`src/rtl/tone_synth_if.sv`:
```
// Sample stream between tone_synth (master) and the audio codec serializer (slave).
// A sample transfers on every clock edge where sampleValid && sampleReady; sampleData is held while sampleValid is high.
interface tone_synth_if;
    logic [15:0] sampleData;
    logic        sampleValid;
    logic        sampleReady;

    modport master (
        output sampleData,
        output sampleValid,
        input  sampleReady
    );

    modport slave (
        input  sampleData,
        input  sampleValid,
        output sampleReady
    );
endinterface

```
`src/rtl/tone_synth.sv`:
```
// Tone synthesizer: preScaleValue-driven 256-step phase wheel with an attack/sustain/release envelope.
// Define TONE_TRIANGLE_EN to replace the square waveform with a triangle.
module tone_synth #(
    parameter logic [15:0] AMPLITUDE = 16'h2000,
    parameter int          GAIN_MAX  = 16
) (
    input  logic       clk,
    input  logic       resetN,
    input  logic       startOfFrame,
    input  logic [9:0] preScaleValue,
    tone_synth_if.master snd,
    output logic       sampleOverrun,
    output logic       envBusy,
    output logic [1:0] envState
);

    typedef enum logic [1:0] {
        IDLE    = 2'd0,
        ATTACK  = 2'd1,
        SUSTAIN = 2'd2,
        RELEASE = 2'd3
    } envState_t;

    localparam logic [4:0] GAIN_FULL = 5'(GAIN_MAX);

    envState_t   state;
    envState_t   nextState;
    logic [4:0]  gain;
    logic [4:0]  nextGain;
    logic [9:0]  activePrescale;
    logic [9:0]  divCnt;
    logic [7:0]  phase;
    logic [7:0]  phaseNext;
    logic        prescaleChange;
    logic        divRun;
    logic        idleEntry;
    logic        tick;
    logic [15:0] ampScaled;
    logic [15:0] waveSample;
    logic [15:0] sampleDataReg;
    logic        sampleValidReg;

    // Envelope: transition first, then the gain step follows the new state's direction.
    always_comb begin
        nextState = state;
        case (state)
            IDLE:    if (preScaleValue != '0) nextState = ATTACK;
            ATTACK:  begin
                if (preScaleValue == '0)     nextState = RELEASE;
                else if (gain == GAIN_FULL)  nextState = SUSTAIN;
            end
            SUSTAIN: if (preScaleValue == '0) nextState = RELEASE;
            RELEASE: begin
                if (preScaleValue != '0)               nextState = ATTACK;
                else if (gain == '0 && startOfFrame)   nextState = IDLE;
            end
            default: nextState = IDLE;
        endcase
    end

    always_comb begin
        nextGain = gain;
        case (nextState)
            IDLE:    nextGain = '0;
            ATTACK:  if (startOfFrame && gain < GAIN_FULL) nextGain = gain + 5'd1;
            SUSTAIN: nextGain = GAIN_FULL;
            RELEASE: if (startOfFrame && gain != '0)       nextGain = gain - 5'd1;
            default: nextGain = '0;
        endcase
    end

    always_ff @(posedge clk or negedge resetN) begin
        if (!resetN) begin
            state <= IDLE;
            gain  <= '0;
        end else begin
            state <= nextState;
            gain  <= nextGain;
        end
    end

    assign envBusy  = (state != IDLE);
    assign envState = state;

    // A pitch change restarts the divider without a tick so the phase wheel stays continuous.
    assign prescaleChange = (preScaleValue != '0) && (preScaleValue != activePrescale);
    assign divRun         = (state != IDLE);
    assign idleEntry      = (state != IDLE) && (nextState == IDLE);
    assign tick           = divRun && !prescaleChange && (activePrescale != '0) &&
                            (divCnt == activePrescale - 10'd1);
    assign phaseNext      = phase + 8'd1;

    always_ff @(posedge clk or negedge resetN) begin
        if (!resetN) begin
            activePrescale <= '0;
        end else if (preScaleValue != '0) begin
            activePrescale <= preScaleValue;
        end
    end

    // Clearing the divider on IDLE entry gives every new note a full first period.
    always_ff @(posedge clk or negedge resetN) begin
        if (!resetN) begin
            divCnt <= '0;
        end else if (prescaleChange || idleEntry || tick) begin
            divCnt <= '0;
        end else if (divRun) begin
            divCnt <= divCnt + 10'd1;
        end
    end

    always_ff @(posedge clk or negedge resetN) begin
        if (!resetN) begin
            phase <= '0;
        end else if (idleEntry) begin
            phase <= '0;
        end else if (tick) begin
            phase <= phaseNext;
        end
    end

    assign ampScaled = 16'(({5'd0, AMPLITUDE} * {16'd0, gain}) >> 4);

`ifdef TONE_TRIANGLE_EN
    logic [15:0] triRamp;
    assign triRamp    = 16'((24'(phaseNext[6:0]) * 24'({ampScaled, 1'b0})) >> 7);
    assign waveSample = phaseNext[7] ? (ampScaled - triRamp) : (triRamp - ampScaled);
`else
    assign waveSample = phaseNext[7] ? (16'd0 - ampScaled) : ampScaled;
`endif

    // A tick always lands new data; overwriting an unconsumed sample is latched as overrun.
    always_ff @(posedge clk or negedge resetN) begin
        if (!resetN) begin
            sampleDataReg  <= '0;
            sampleValidReg <= 1'b0;
            sampleOverrun  <= 1'b0;
        end else if (tick) begin
            sampleDataReg  <= waveSample;
            sampleValidReg <= 1'b1;
            if (sampleValidReg && !snd.sampleReady) sampleOverrun <= 1'b1;
        end else if (sampleValidReg && snd.sampleReady) begin
            sampleValidReg <= 1'b0;
        end
    end

    assign snd.sampleData  = sampleDataReg;
    assign snd.sampleValid = sampleValidReg;

endmodule
```
`src/flat_wrapper.sv`:
```
// flat-port wrapper written by rule: the top's interface ports become plain ports
module tone_synth_flat 
#(
    parameter logic [15:0] AMPLITUDE = 16'h2000,
    parameter int          GAIN_MAX  = 16
)
  (clk, resetN, startOfFrame, preScaleValue, sampleOverrun, envBusy, envState, snd_sampleData, snd_sampleValid, snd_sampleReady);
  tone_synth_if snd_i ();
  input  logic clk;
  input  logic resetN;
  input  logic startOfFrame;
  input  logic [9:0] preScaleValue;
  output logic sampleOverrun;
  output logic envBusy;
  output logic [1:0] envState;
  output wire logic [$bits(snd_i.sampleData)-1:0] snd_sampleData;
  output wire logic [$bits(snd_i.sampleValid)-1:0] snd_sampleValid;
  input wire logic [$bits(snd_i.sampleReady)-1:0] snd_sampleReady;
  assign snd_sampleData = snd_i.sampleData;
  assign snd_sampleValid = snd_i.sampleValid;
  assign snd_i.sampleReady = snd_sampleReady;
  tone_synth #(.AMPLITUDE(AMPLITUDE), .GAIN_MAX(GAIN_MAX)) u_core (.clk(clk), .resetN(resetN), .startOfFrame(startOfFrame), .preScaleValue(preScaleValue), .snd(snd_i), .sampleOverrun(sampleOverrun), .envBusy(envBusy), .envState(envState));
endmodule
```
`config.mk`:
```
export PLATFORM = sky130hd
export DESIGN_NAME = tone_synth_flat
export DESIGN_NICKNAME = d
export VERILOG_FILES = /design/src/rtl/tone_synth_if.sv /design/src/rtl/tone_synth.sv /design/src/flat_wrapper.sv
export SDC_FILE = /design/constraint.sdc
export NUM_CORES = 1
export LEC_CHECK = 0
export CAP_MARGIN = 40
export CORE_MARGIN = 8
export CORE_UTILIZATION = 50
export CTS_CLUSTER_SIZE = 25
export DETAILED_ROUTE_END_ITERATION = 7
export PLACE_DENSITY = 0.76
export SYNTH_ARGS = -nofsm -noshare
export SYNTH_HDL_FRONTEND = slang
export SYNTH_SLANG_ARGS = --single-unit
```
`constraint.sdc`:
```
create_clock -name clk -period 3.05 [get_ports clk]
set_clock_uncertainty 0.15 [all_clocks]
set_input_delay 0.61 -clock clk [delete_from_list [all_inputs] [get_ports clk]]
set_output_delay 0.61 -clock clk [all_outputs]
set_load 0.005 [all_outputs]
```
; ---- Word level (Yosys, flattened, before mapping)
; Cells that the tools add are included.
[op_classes]
add_sub_neg = 6
magnitude_cmp = 1
n_reduce_logical = 27
eq_ne = 11
n_mux = 17
[op_table]
columns = operator, n
row1 = $mux 10, 2
row2 = $pmux 5 s4, 1
row3 = $reduce_bool 10->1, 2
row4 = $mux 16, 1
row5 = $mux 8, 2
row6 = $sub 1x14->15 const A, 1
row7 = $mux 2, 6
row8 = $add 10x1->10 const B, 1
row9 = $eq 10x10->1, 1
row10 = $logic_and 1x1->1, 10
row11 = $logic_not 10->1, 1
row12 = $mux 5, 2
row13 = $ne 10x10->1, 1
row14 = $sub 10x1->10 const B, 1
row15 = $add 8x1->8 const B, 1
row16 = $eq 2x2->1 const B, 4
row17 = $pmux 2 s4, 1
row18 = $reduce_bool 2->1, 4
row19 = $add 5x1->5 const B, 1
row20 = $eq 5x5->1 const B, 1
row21 = $logic_not 5->1, 1
row22 = $lt 5x5->1 const B, 1
row23 = $reduce_bool 5->1, 1
row24 = $sub 5x1->5 const B, 1
row25 = 7 further kinds, 14
[word_totals]
word_cells = 70
regBits = 53

; ---- Longest topological paths before layout
; Gate-level depths: netlist of run 1.
[depth]
depth_word = 10
depth_mapped = 13

; ---- Worst setup path after synthesis of run 1
; OpenSTA, ideal clock, no wires.
[synth_timing]
kind = in2reg
from = in preScaleValue[1]
to = reg u_core.gain[4]
t_required_ns = 2.778
arrival_time_ns = 2.798
setup_ns = 0.122
stages = 10
setup_slack_ns = -0.020
cell_sequence = or4_1 nor3_2 and3_1 ha_1 a21o_1 a21oi_1 nand4_1 o21ai_0 and3_1 nor3_1
[synth_via]
elab_chain_len = 6
elab_cells_between_ends = 15
[synth_lines]
columns = element, line
row1 = from (decl), flat_wrapper.sv:12  ; input logic [9:0] preScaleValue;
row2 = $reduce_bool 10->1 / $logic_not 10->1 (equally long branches), -
row3 = $mux 2 (on tied branches), -
row4 = $pmux 2 s4 *, tone_synth.sv:46  ; case (state)
row5 = $eq 2x2->1 / $eq 2x1->1 (equally long branches), tone_synth.sv:63  ; case (nextState)
row6 = $ne 2x1->1 (no source line), -
row7 = $reduce_and 2->1 (no source line), -
row8 = to (signal assigned), tone_synth.sv:78  ; gain <= nextGain;
row9 = to (decl), tone_synth.sv:28  ; logic [4:0] gain;
; Every way passes the cells marked *; elsewhere a longest branch is shown, timed or not.
; A chain may end at the register's enable or synchronous reset.

; ---- Worst setup path in the final report of run 1
[layout_timing]
from = in preScaleValue[3]
to = reg u_core.gain[3]
; The elaborated chain is that of the path after synthesis.

==> results of run 1 <==
metal layers:
layer	wire length (um)	global-route usage	up-vias
met2	3501	0.2959	47
li1	-	-	1239
met1	2934	0.1950	1210
met5	0	0	-
met3	304	0.03830	11
met4	133	0.05906	0
kinds of logic after synthesis:
kind of cell	after synthesis	synth area share
buffers and inverters	40	0.07551
muxes	10	0.03885
and+or+nand+nor	109	0.2047
AOI/OAI and AO/OA	63	0.1571
adders and majority gates	10	0.04627
xor gates and xnor gates	33	0.1008
other	1	0.001308
DFF	43	0.3754
power breakdown:
group | total (mW) | switching [mW] | internal, mW | leakage, nW
Combinational | 0.577 | 0.276 | 0.301 | 1.13
Sequential | 0.671 | 0.0560 | 0.614 | 0.554
Clock | 0.356 | 0.196 | 0.160 | 0.0412
sequential cells by signal (all words and copies together) (netlist names):
register and cells:
u_core.phase 8, u_core.snd.sampleValid 1, u_core.gain 5, u_core.activePrescale 10, u_core.envState 2, u_core.divCnt 10
u_core.snd.sampleData 6, u_core.sampleOverrun 1
worst max-delay path: stages:
cell and delay [ps]:
clkdlybuf4s50_1 420, or4_4 510, nor3_4 240, and3_4 270, buf_6 120, ha_1 220
a21o_1 190, a21oi_2 120, xor2_1 150, o21ai_1 80, o21a_1 100
final cells by class:
| class | count | area, um^2 |
|---|---|---|
| Multi-Input combinational cell | 234 | 1722 |
| Inverter | 16 | 60.06 |
| Fill cell | 423 | 1770 |
| Timing Repair Buffer | 84 | 703.2 |
| Clock buffer | 6 | 72.57 |
| Tap cell | 72 | 90.09 |
| Clock inverter | 2 | 12.51 |
| Sequential cell | 43 | 1076 |
cells in the mapped netlist (7+ instances only):
cell type  number  area (um^2)
o21ai_0         7        35.03
or4_1           7        52.55
nand3_1        11        55.05
and3_1          7        43.79
nand2_1        15        56.30
inv_1          15        56.30
xor2_1         24        210.2
nor2_1         27        101.4
ha_1            9        112.6
xnor2_1         9        78.83
nor4_1         10        62.56
dfrtp_1        43         1076
a21oi_1        16        80.08
a21o_1         14        105.1
buf_4          12        90.09
metrics by stage:
step	cells	utilization	hold slack [ps]	power, mW	instance area (um^2)
finish	457	0.6785	325.3	1.604	3736
floorplan	317	-	164.4	0.9605	2902
detailed placement	443	0.6339	318.0	1.201	3491
global route	457	0.6785	352.5	1.710	3736
CTS	453	0.6621	336.2	1.581	3646
global placement	442	0.6303	300.5	1.175	3471
how the worst max path moves through the flow:
stage / startpoint / to / slack (ps) / cells after the start
floorplan: preScaleValue[1] / u_core.gain[4]$_DFFE_PN0P_ / 20 / 10
global placement: preScaleValue[1] / u_core.phase[7]$_DFFE_PN0P_ / -420 / 8
detailed placement: preScaleValue[6] / u_core.phase[7]$_DFFE_PN0P_ / -580 / 8
CTS: preScaleValue[1] / u_core.gain[3]$_DFFE_PN0P_ / 5 / 11
global route: u_core.gain[0]$_DFFE_PN0P_ / u_core.gain[4]$_DFFE_PN0P_ / -20 / 14
finish: preScaleValue[3] / u_core.gain[3]$_DFFE_PN0P_ / 60 / 11
timing repair:
item	CTS	global route
buffers inserted	1	4
endpoints found under the setup margin	29	16
hold endpoints to repair	7	0
pin swaps	12	9
resized for setup	17	12
hold buffers	1	0
==> results.txt, run 1 <==
status - completed
CTS tree - built
Num CTS Buffers - 5
IO Port Bufs - 25
htree depth - 2
yosys warns - 0
Routed Antenna Nets - 0
GR Overflow Total - 0
max cap viols - 0
CTS Sinks - 43
Post-synth ARST share - 1.000
GR Util All Layers - 0.1678
pre-CTS setup slack - -580.1 ps
Diodes inserted - 0
Worst Reg-to-Reg Cells - 7
commonest cells after routing, fill and taps aside - buf_4, dfrtp_1, nor2_1, xor2_1, clkdlybuf4s50_1
Die Span Y - 91.72 um
Routed WL per cell - 15.04 um
Max Slew Vio Count - 0
placer congestion estimate - 0.8624
R2R Path Start - u_core.activePrescale[2]$_DFFE_PN0P_
sequential fraction of the synthesis area - 0.3754
P_leak - 1.720 nW
commonest non-fill, non-tap cell in the layout - buf_4
Slew @ Worst Pin - 515.9 ps
worst min-delay path startpoint - u_core.sampleOverrun$_DFFE_PN0P_
first-pass GRT wire length - 11.72 mm
Worst Setup End Kind - flip-flop
RR Endpoint - u_core.phase[7]$_DFFE_PN0P_
fin crit period - 2986 ps
Data required, critical path - 3100 ps
Seq cells post-synth - 43
via count - 2,507
Layout Nets - 408
num rows - 27
crit path kind - in2reg
drt drc - 0
core area - 5507 um^2
EDFF count, synth - 0
DIE WIDTH - 91.72 um
worst hold stages - 1
Max transition margin - 0.6549
DRT iter0 DRCs - 90
HP Class - reg2reg
VDD IR max - 0.5460 mV
Initial Util - 0.5206
startpoint types - input port
Die ar. - 8412 um^2
RSZ-0062 raised after global routing - true
Vias per Instance - 5.486
Cell Area, Synth - 2866 um^2
Worst Path Arrival - 3030 ps
Final Routed Wirelength - 6.874 mm
Setup violations, final - 0
Gate Count Post-Synth - 309
Post-DP HPWL - 5.207 mm
vias in the first global route - 2,544
Longest Clk Path Bufs - 2
Setup WS post-layout - 64.16 ps
reg2reg setup slack - 80 ps
Setup TNS - 0 ps
latest clock arrival within the worst-skew pair - 300 ps
root buffer cell - clkbuf_8
layout cells sized above 1 - 0.2597
Final Cycle Share - 0.9790
CP max FO - 4
boundary pin count - 35
Top FF cell, synth - dfrtp_1
Final Hold Fails - 0
largest net degree at the start of global routing - 37
Worst-path clk slew - 80 ps
fmax - 0.3349 GHz
First-pass DRT Iterations - 4
Mapped Avg Cell Area - 9.277 um^2
Pwr per Cell Area - 429.3 nW/um^2
Worst Hold End - u_core.sampleOverrun$_DFFE_PN0P_
Netlist cell types - 52
post-synthesis to final-layout area growth - 30.34%
initial antenna violation count - 0
(Power assumes the default switching activity.)
==> run 2: changes to the inputs <==
--- a/config.mk
+++ b/config.mk
@@ -10,7 +10,7 @@
 export CORE_UTILIZATION = 50
 export CTS_CLUSTER_SIZE = 25
 export DETAILED_ROUTE_END_ITERATION = 7
-export PLACE_DENSITY = 0.76
+export PLACE_DENSITY = 0.73
 export SYNTH_ARGS = -nofsm -noshare
 export SYNTH_HDL_FRONTEND = slang
 export SYNTH_SLANG_ARGS = --single-unit
==> constraint.sdc (replaced) <==
create_clock -name clk -period 3.2 [get_ports clk]
set_clock_uncertainty 0.15 [all_clocks]
set_input_delay 0.64 -clock clk [delete_from_list [all_inputs] [get_ports clk]]
set_output_delay 0.64 -clock clk [all_outputs]
set_load 0.005 [all_outputs]
==> run 2 against run 1 <==
  * Sequential share of layout area grew 0.98 points
  * Sequential power down 4.8%
  * Via count grew 0.56%
  * Routed wire length decreased by 2.0%
  * Core utilization is 2.2 points lower
  * Clock-buffer cell count fell by 1
  * Combinational power is 18% lower
  * Critical path depth did not move
  * Worst hold slack got worse by 250 ps
  * Global-route usage shrank 0.54 points
  * Register-to-register slack better by 30 ps
  * Setup slack improved by 16 ps
==> results.txt, run 2 (same netlist as run 1, synthesis figures left out) <==
Routed WL per cell - 14.98 um
fin crit period - 3120 ps
First-pass DRT Iterations - 4
GR Util All Layers - 0.1624
Final Cycle Share - 0.9749
hold buffers post-CTS - 0
commonest non-fill, non-tap cell in the layout - buf_4
VDD IR max - 0.4243 mV
switching share of power - 0.3268
Routed Antenna Nets - 0
Setup violations, final - 0
Worst Path Arrival - 3170 ps
Post-DP HPWL - 5.049 mm
Final Routed Wirelength - 6.739 mm
DIE WIDTH - 91.72 um
CTS Sinks - 43
post-synthesis to final-layout area growth - 26.06%
Final Hold Fails - 0
GR Overflow Total - 0
RSZ-0062 raised after global routing - true
WL met3 - 358 um
Pwr per Cell Area - 403.7 nW/um^2
largest registers - u_core.activePrescale x10, u_core.divCnt x10, u_core.phase x8
latest clock arrival within the worst-skew pair - 300 ps
Data required, critical path - 3250 ps
core area - 5507 um^2
P_leak - 1.673 nW
via count - 2,521
Finished Layout Cells - 450
root buffer cell - clkbuf_8
largest net degree at the start of global routing - 32
commonest cells after routing, fill and taps aside - buf_4, dfrtp_1, nor2_1, xor2_1, clkdlybuf4s50_1
initial antenna violation count - 0
crit path kind - in2reg
Worst-path clk slew - 90 ps
clock group share of total power - 0.237
Worst Setup End Kind - flip-flop
startpoint types - input port
combinational power share - 0.325
Placed Instances - 440
num rows - 27
Layout Nets - 401
boundary pin count - 35
sequential group share of total power - 0.438
fin area - 3613 um^2
Slew @ Worst Pin - 543.1 ps
placer congestion estimate - 0.8519
layout cells sized above 1 - 0.2328
Setup TNS - 0 ps
first-pass GRT wire length - 11.35 mm
CP max FO - 4
max cap viols - 0
Num CTS Buffers - 5
fmax - 0.3205 GHz
drt drc - 0
DRT iter0 DRCs - 81
IO Port Bufs - 25
Longest Clk Path Bufs - 2
Max transition margin - 0.6346
reg2reg setup slack - 110 ps
worst-case hold slack - 73.96 ps
Int Pwr - 0.9820 mW
HP Class - in2async
M1 wire length - 2.957 mm
met2 wire length - 3.347 mm
switching pwr - 0.4766 mW
vias in the first global route - 2,459
CTS tree - built
status - completed
Die Span Y - 91.72 um
total power of the final layout - 1.459 mW
Initial Util - 0.5206
placed cell areas - 3463 um^2
Diodes inserted - 0
Max Slew Vio Count - 0
Vias per Instance - 5.602
Filler Cells Inserted - 449
Die ar. - 8412 um^2
htree depth - 2
highest routed layer - met4
## run 2: final timing paths
check,start,endpoint,cells past startpoint
max,preScaleValue[1],u_core.gain[3]$_DFFE_PN0P_,11
min,resetN,u_core.divCnt[7]$_DFFE_PN0P_,1
max reg2reg,u_core.activePrescale[2]$_DFFE_PN0P_,u_core.snd.sampleData[11]$_DFFE_PN0P_,9
min reg2reg,u_core.snd.sampleData[10]$_DFFE_PN0P_,u_core.snd.sampleData[10]$_DFFE_PN0P_,1
max in group asynchronous,resetN,u_core.gain[1]$_DFFE_PN0P_,2
min in group clk,u_core.snd.sampleData[10]$_DFFE_PN0P_,u_core.snd.sampleData[10]$_DFFE_PN0P_,1
## run 2: area by class of cell
cell class | count | area (um^2) | area share
Clock buffer | 5 | 68.82 | 0.01904
Clock inverter | 3 | 15.01 | 0.004155
Inverter | 16 | 60.06 | 0.01662
Multi-Input combinational cell | 234 | 1655 | 0.4581
Sequential cell | 43 | 1076 | 0.2978
Tap cell | 72 | 90.09 | 0.02493
Timing Repair Buffer | 77 | 648.1 | 0.1794
## run 2: through the flow
stage | worst slack [ps] | util
CTS | 13.89 | 0.6469
global route | -25.98 | 0.6562
global placement | -298.5 | 0.6253
detailed placement | -412.6 | 0.6289
finish | 80.21 | 0.6562
floorplan | 100.1 | -
## run 2: critical path, cell delays in order
cell and delay, ps:
clkdlybuf4s50_1 430, or4_4 570, nor3_4 260, and3_4 220, buf_4 130, ha_1 230
a21o_1 180, a21oi_2 150, xor2_1 150, o21ai_0 90, o21a_1 110
## run 2: layer usage
layer	track usage	up-vias
met5	0	-
met4	0.05235	0
met3	0.03749	10
met2	0.2767	64
met1	0.1982	1218
li1	-	1229
## run 2: power by group through the flow
stage | combinational [mW] | sequential (mW) | clock, mW
floorplan | 0.270 | 0.645 | 0
global placement | 0.449 | 0.646 | 0
detailed placement | 0.461 | 0.646 | 0
CTS | 0.466 | 0.636 | 0.351
global route | 0.526 | 0.648 | 0.374
finish | 0.474 | 0.639 | 0.346
## run 2: timing repair
item,4_1_cts,5_1_grt
pin swaps,1,2
resized for setup,3,9
buffers inserted,0,2
endpoints found under the setup margin,7,12
==> run 3: changes to the inputs <==
--- a/config.mk
+++ b/config.mk
@@ -5,12 +5,14 @@
 export SDC_FILE = /design/constraint.sdc
 export NUM_CORES = 1
 export LEC_CHECK = 0
+export ABC_AREA = 1
 export CAP_MARGIN = 40
+export CORE_ASPECT_RATIO = 1.25
 export CORE_MARGIN = 8
 export CORE_UTILIZATION = 50
 export CTS_CLUSTER_SIZE = 25
 export DETAILED_ROUTE_END_ITERATION = 7
-export PLACE_DENSITY = 0.73
+export PLACE_DENSITY = 0.72
 export SYNTH_ARGS = -nofsm -noshare
 export SYNTH_HDL_FRONTEND = slang
 export SYNTH_SLANG_ARGS = --single-unit
==> run 3 against run 2 <==
  * Core utilization shrank 6.2 points
  * Sequential power up 4.1%
  * Fmax rose by 5.8%
  * Critical path type is now reg2reg
  * Design area decreased by 0.66%
  * Clock power rose by 9.8%
  * Largest power group is now combinational logic
==> results.txt, run 3 <==
first-pass GRT wire length - 12.15 mm
Data required, critical path - 3300 ps
Routed Antenna Nets - 0
commonest cells after routing, fill and taps aside - nand2_1, inv_1, nand3_1, dfrtp_1, nor2_1
CTS Sinks - 43
CP max FO - 5
Max Slew Vio Count - 0
Die ar. - 8878 um^2
initial antenna violation count - 0
DIE WIDTH - 85.89 um
Gate Count Post-Synth - 433
commonest cells in the netlist - nand2_1, inv_1, dfrtp_1
largest net degree at the start of global routing - 24
layout cells sized above 1 - 0.1153
Die Span Y - 103.4 um
HP Class - in2async
EDFF count, synth - 0
status - completed
startpoint types - flip-flop
most frequent CP cell - nand2_1
Int Pwr - 1.122 mW
switching share of power - 0.3877
count leader, synth - nand2_1
VDD IR max - 0.3919 mV
IO Port Bufs - 25
commonest non-fill, non-tap cell in the layout - nand2_1
Worst-path clk slew - 100 ps
Max transition margin - 0.6362
Setup violations, final - 0
Synth area leaders - dfrtp_1, nand2_1, nand3_1, inv_1, xor2_1
root buffer cell - clkbuf_8
Initial Util - 0.5050
Final Routed Wirelength - 6.748 mm
vias in the first global route - 2,824
GR Overflow Total - 0
Diodes inserted - 0
via count - 2,702
clock group share of total power - 0.207
sequential fraction of the synthesis area - 0.3525
largest registers - u_core.activePrescale x10, u_core.divCnt x10, u_core.phase x8
core area - 6046 um^2
post-synthesis to final-layout area growth - 17.58%
Final Cycle Share - 0.9218
switching pwr - 0.7107 mW
max cap viols - 0
fmax - 0.3390 GHz
First-pass DRT Iterations - 4
Final Hold Fails - 0
Routed WL per cell - 12.01 um
Mapped Avg Cell Area - 7.051 um^2
total power of the final layout - 1.833 mW
cell taking the most area after synthesis - dfrtp_1
num rows - 32
Worst Setup End Kind - flip-flop
placer congestion estimate - 0.8575
Pwr per Cell Area - 510.6 nW/um^2
Longest Clk Path Bufs - 2
combinational power share - 0.430
DRT iter0 DRCs - 87
placed cell areas - 3451 um^2
GR Util All Layers - 0.1692
Layout Nets - 500
latest clock arrival within the worst-skew pair - 310 ps
boundary pin count - 35
hold buffers post-CTS - 0
fin crit period - 2950 ps
Seq cells post-synth - 43
yosys warns - 0
drt drc - 0
sequential group share of total power - 0.363
fin area - 3590 um^2
Top FF cell, synth - dfrtp_1
CTS tree - built
Post-DP HPWL - 5.290 mm
P_leak - 1.845 nW
Worst Path Arrival - 3050 ps
Num CTS Buffers - 5
crit path kind - reg2reg
CP Cell Sequence - inv_2 > ha_2 > nand2_1 > nor2_2 > ha_2 > nand2_1 > nor2_1 > nand2_1 > nand2_1 > nor2_1 > buf_4 > fa_1 > nand3_1 > nand3_1 > xor2_1 > inv_1 > nand4_1 > nand2_1 > nand2_1 > inv_1 > nand2_1 > nand2_1
crit path max-delay cell type - dfrtp_2
htree depth - 2
Slew @ Worst Pin - 545.7 ps
crit-path max cell delay - 450 ps
Netlist cell types - 30
Cell Area, Synth - 3053 um^2
Post-synth ARST share - 1.000
Vias per Instance - 4.808
top cell type's share of synthesized area - 0.3525
==> run 3: cell types whose count changed after synthesis, moves of 9 or more <==
cell / change
inv_1: +40
a21o_1: -13
nor2_1: +15
o21ai_0: +14
nand3_1: +31
a21oi_1: -14
nand2_1: +121
nor4_1: -9
==> run 3: repair_timing <==
action | 4_1_cts | 5_1_grt
endpoints found under the setup margin | 0 | 1
buffers inserted | 0 | 4
resized for setup | 0 | 8
==> run 3: worst paths after layout <==
| kind | from | end | slack (ps) | cells after the start |
|---|---|---|---|---|
| max in group asynchronous | resetN | u_core.phase[2]$_DFFE_PN0P_ | 2230 | 2 |
| setup / recovery | u_core.gain[1]$_DFFE_PN0P_ | u_core.gain[4]$_DFFE_PN0P_ | 250 | 22 |
| setup reg to reg | u_core.gain[1]$_DFFE_PN0P_ | u_core.gain[4]$_DFFE_PN0P_ | 250 | 22 |
| min in group clk | u_core.snd.sampleData[11]$_DFFE_PN0P_ | u_core.snd.sampleData[11]$_DFFE_PN0P_ | 330 | 2 |
| hold reg to reg | u_core.snd.sampleData[11]$_DFFE_PN0P_ | u_core.snd.sampleData[11]$_DFFE_PN0P_ | 330 | 2 |
| hold / removal | resetN | u_core.activePrescale[1]$_DFFE_PN0P_ | 150 | 1 |
==> run 3: logic make-up after synthesis <==
logic type               synth area share
AND/OR/NAND/NOR                    0.3611
AO/OA/AOI/OAI                     0.05533
flip-flops                         0.3525
adder cells (fa/ha/maj)           0.04344
other                            0.001228
buffers and inverters              0.1033
XOR/XNOR                          0.08320
==> run 3: critical path: cells and delay by family (launching register included) <==
family,cells,cell delay [ps]
AND/OR/NAND/NOR,14,1040
adder cells (fa/ha/maj),3,760
flip-flops,1,450
buffers and inverters,4,340
XOR/XNOR,1,140
==> run 3: per-stage QoR <==
stage,std cells,setup slack (ps),setup TNS (ps),hold WS [ps],util
2_1_floorplan,441,373.0,0,194.4,-
3_3_place_gp,549,44.77,0,310.5,0.5662
3_5_place_dp,550,-5.289,-5.289,313.7,0.5708
4_1_cts,558,155.3,0,156.1,0.5865
5_1_grt,562,-2.116,-2.116,179.7,0.5938
6_report,562,250.4,0,149.5,0.5938
==> run 3: area by class of cell <==
class | count | area [um^2]
clock buffers | 5 | 68.82
clock inverters | 3 | 26.28
fillers | 569 | 2456
inverters | 57 | 214.0
multi-input cells | 327 | 1704
flip-flops and latches | 43 | 1077
well taps | 85 | 106.4
repair buffers | 42 | 392.9
==> run 3: power groups by stage <==
stage                     combinational (mW)  sequential [mW]  clock (mW)
after floorplan                        0.498            0.653           0
after global placement                 0.716            0.672           0
after detailed placement               0.747            0.676           0
after CTS                              0.751            0.666       0.396
after global routing                   0.909            0.671       0.415
final                                  0.788            0.665       0.380
==> run 3: per-layer routing <==
layer,part of all wire,wire length [um],track usage,vias up
li1,-,-,-,1419
met1,0.43,2900,0.1804,1209
met2,0.50,3387,0.3098,59
met3,0.045,304,0.03874,15
met4,0.023,156,0.07838,0
met5,0,0,0,-
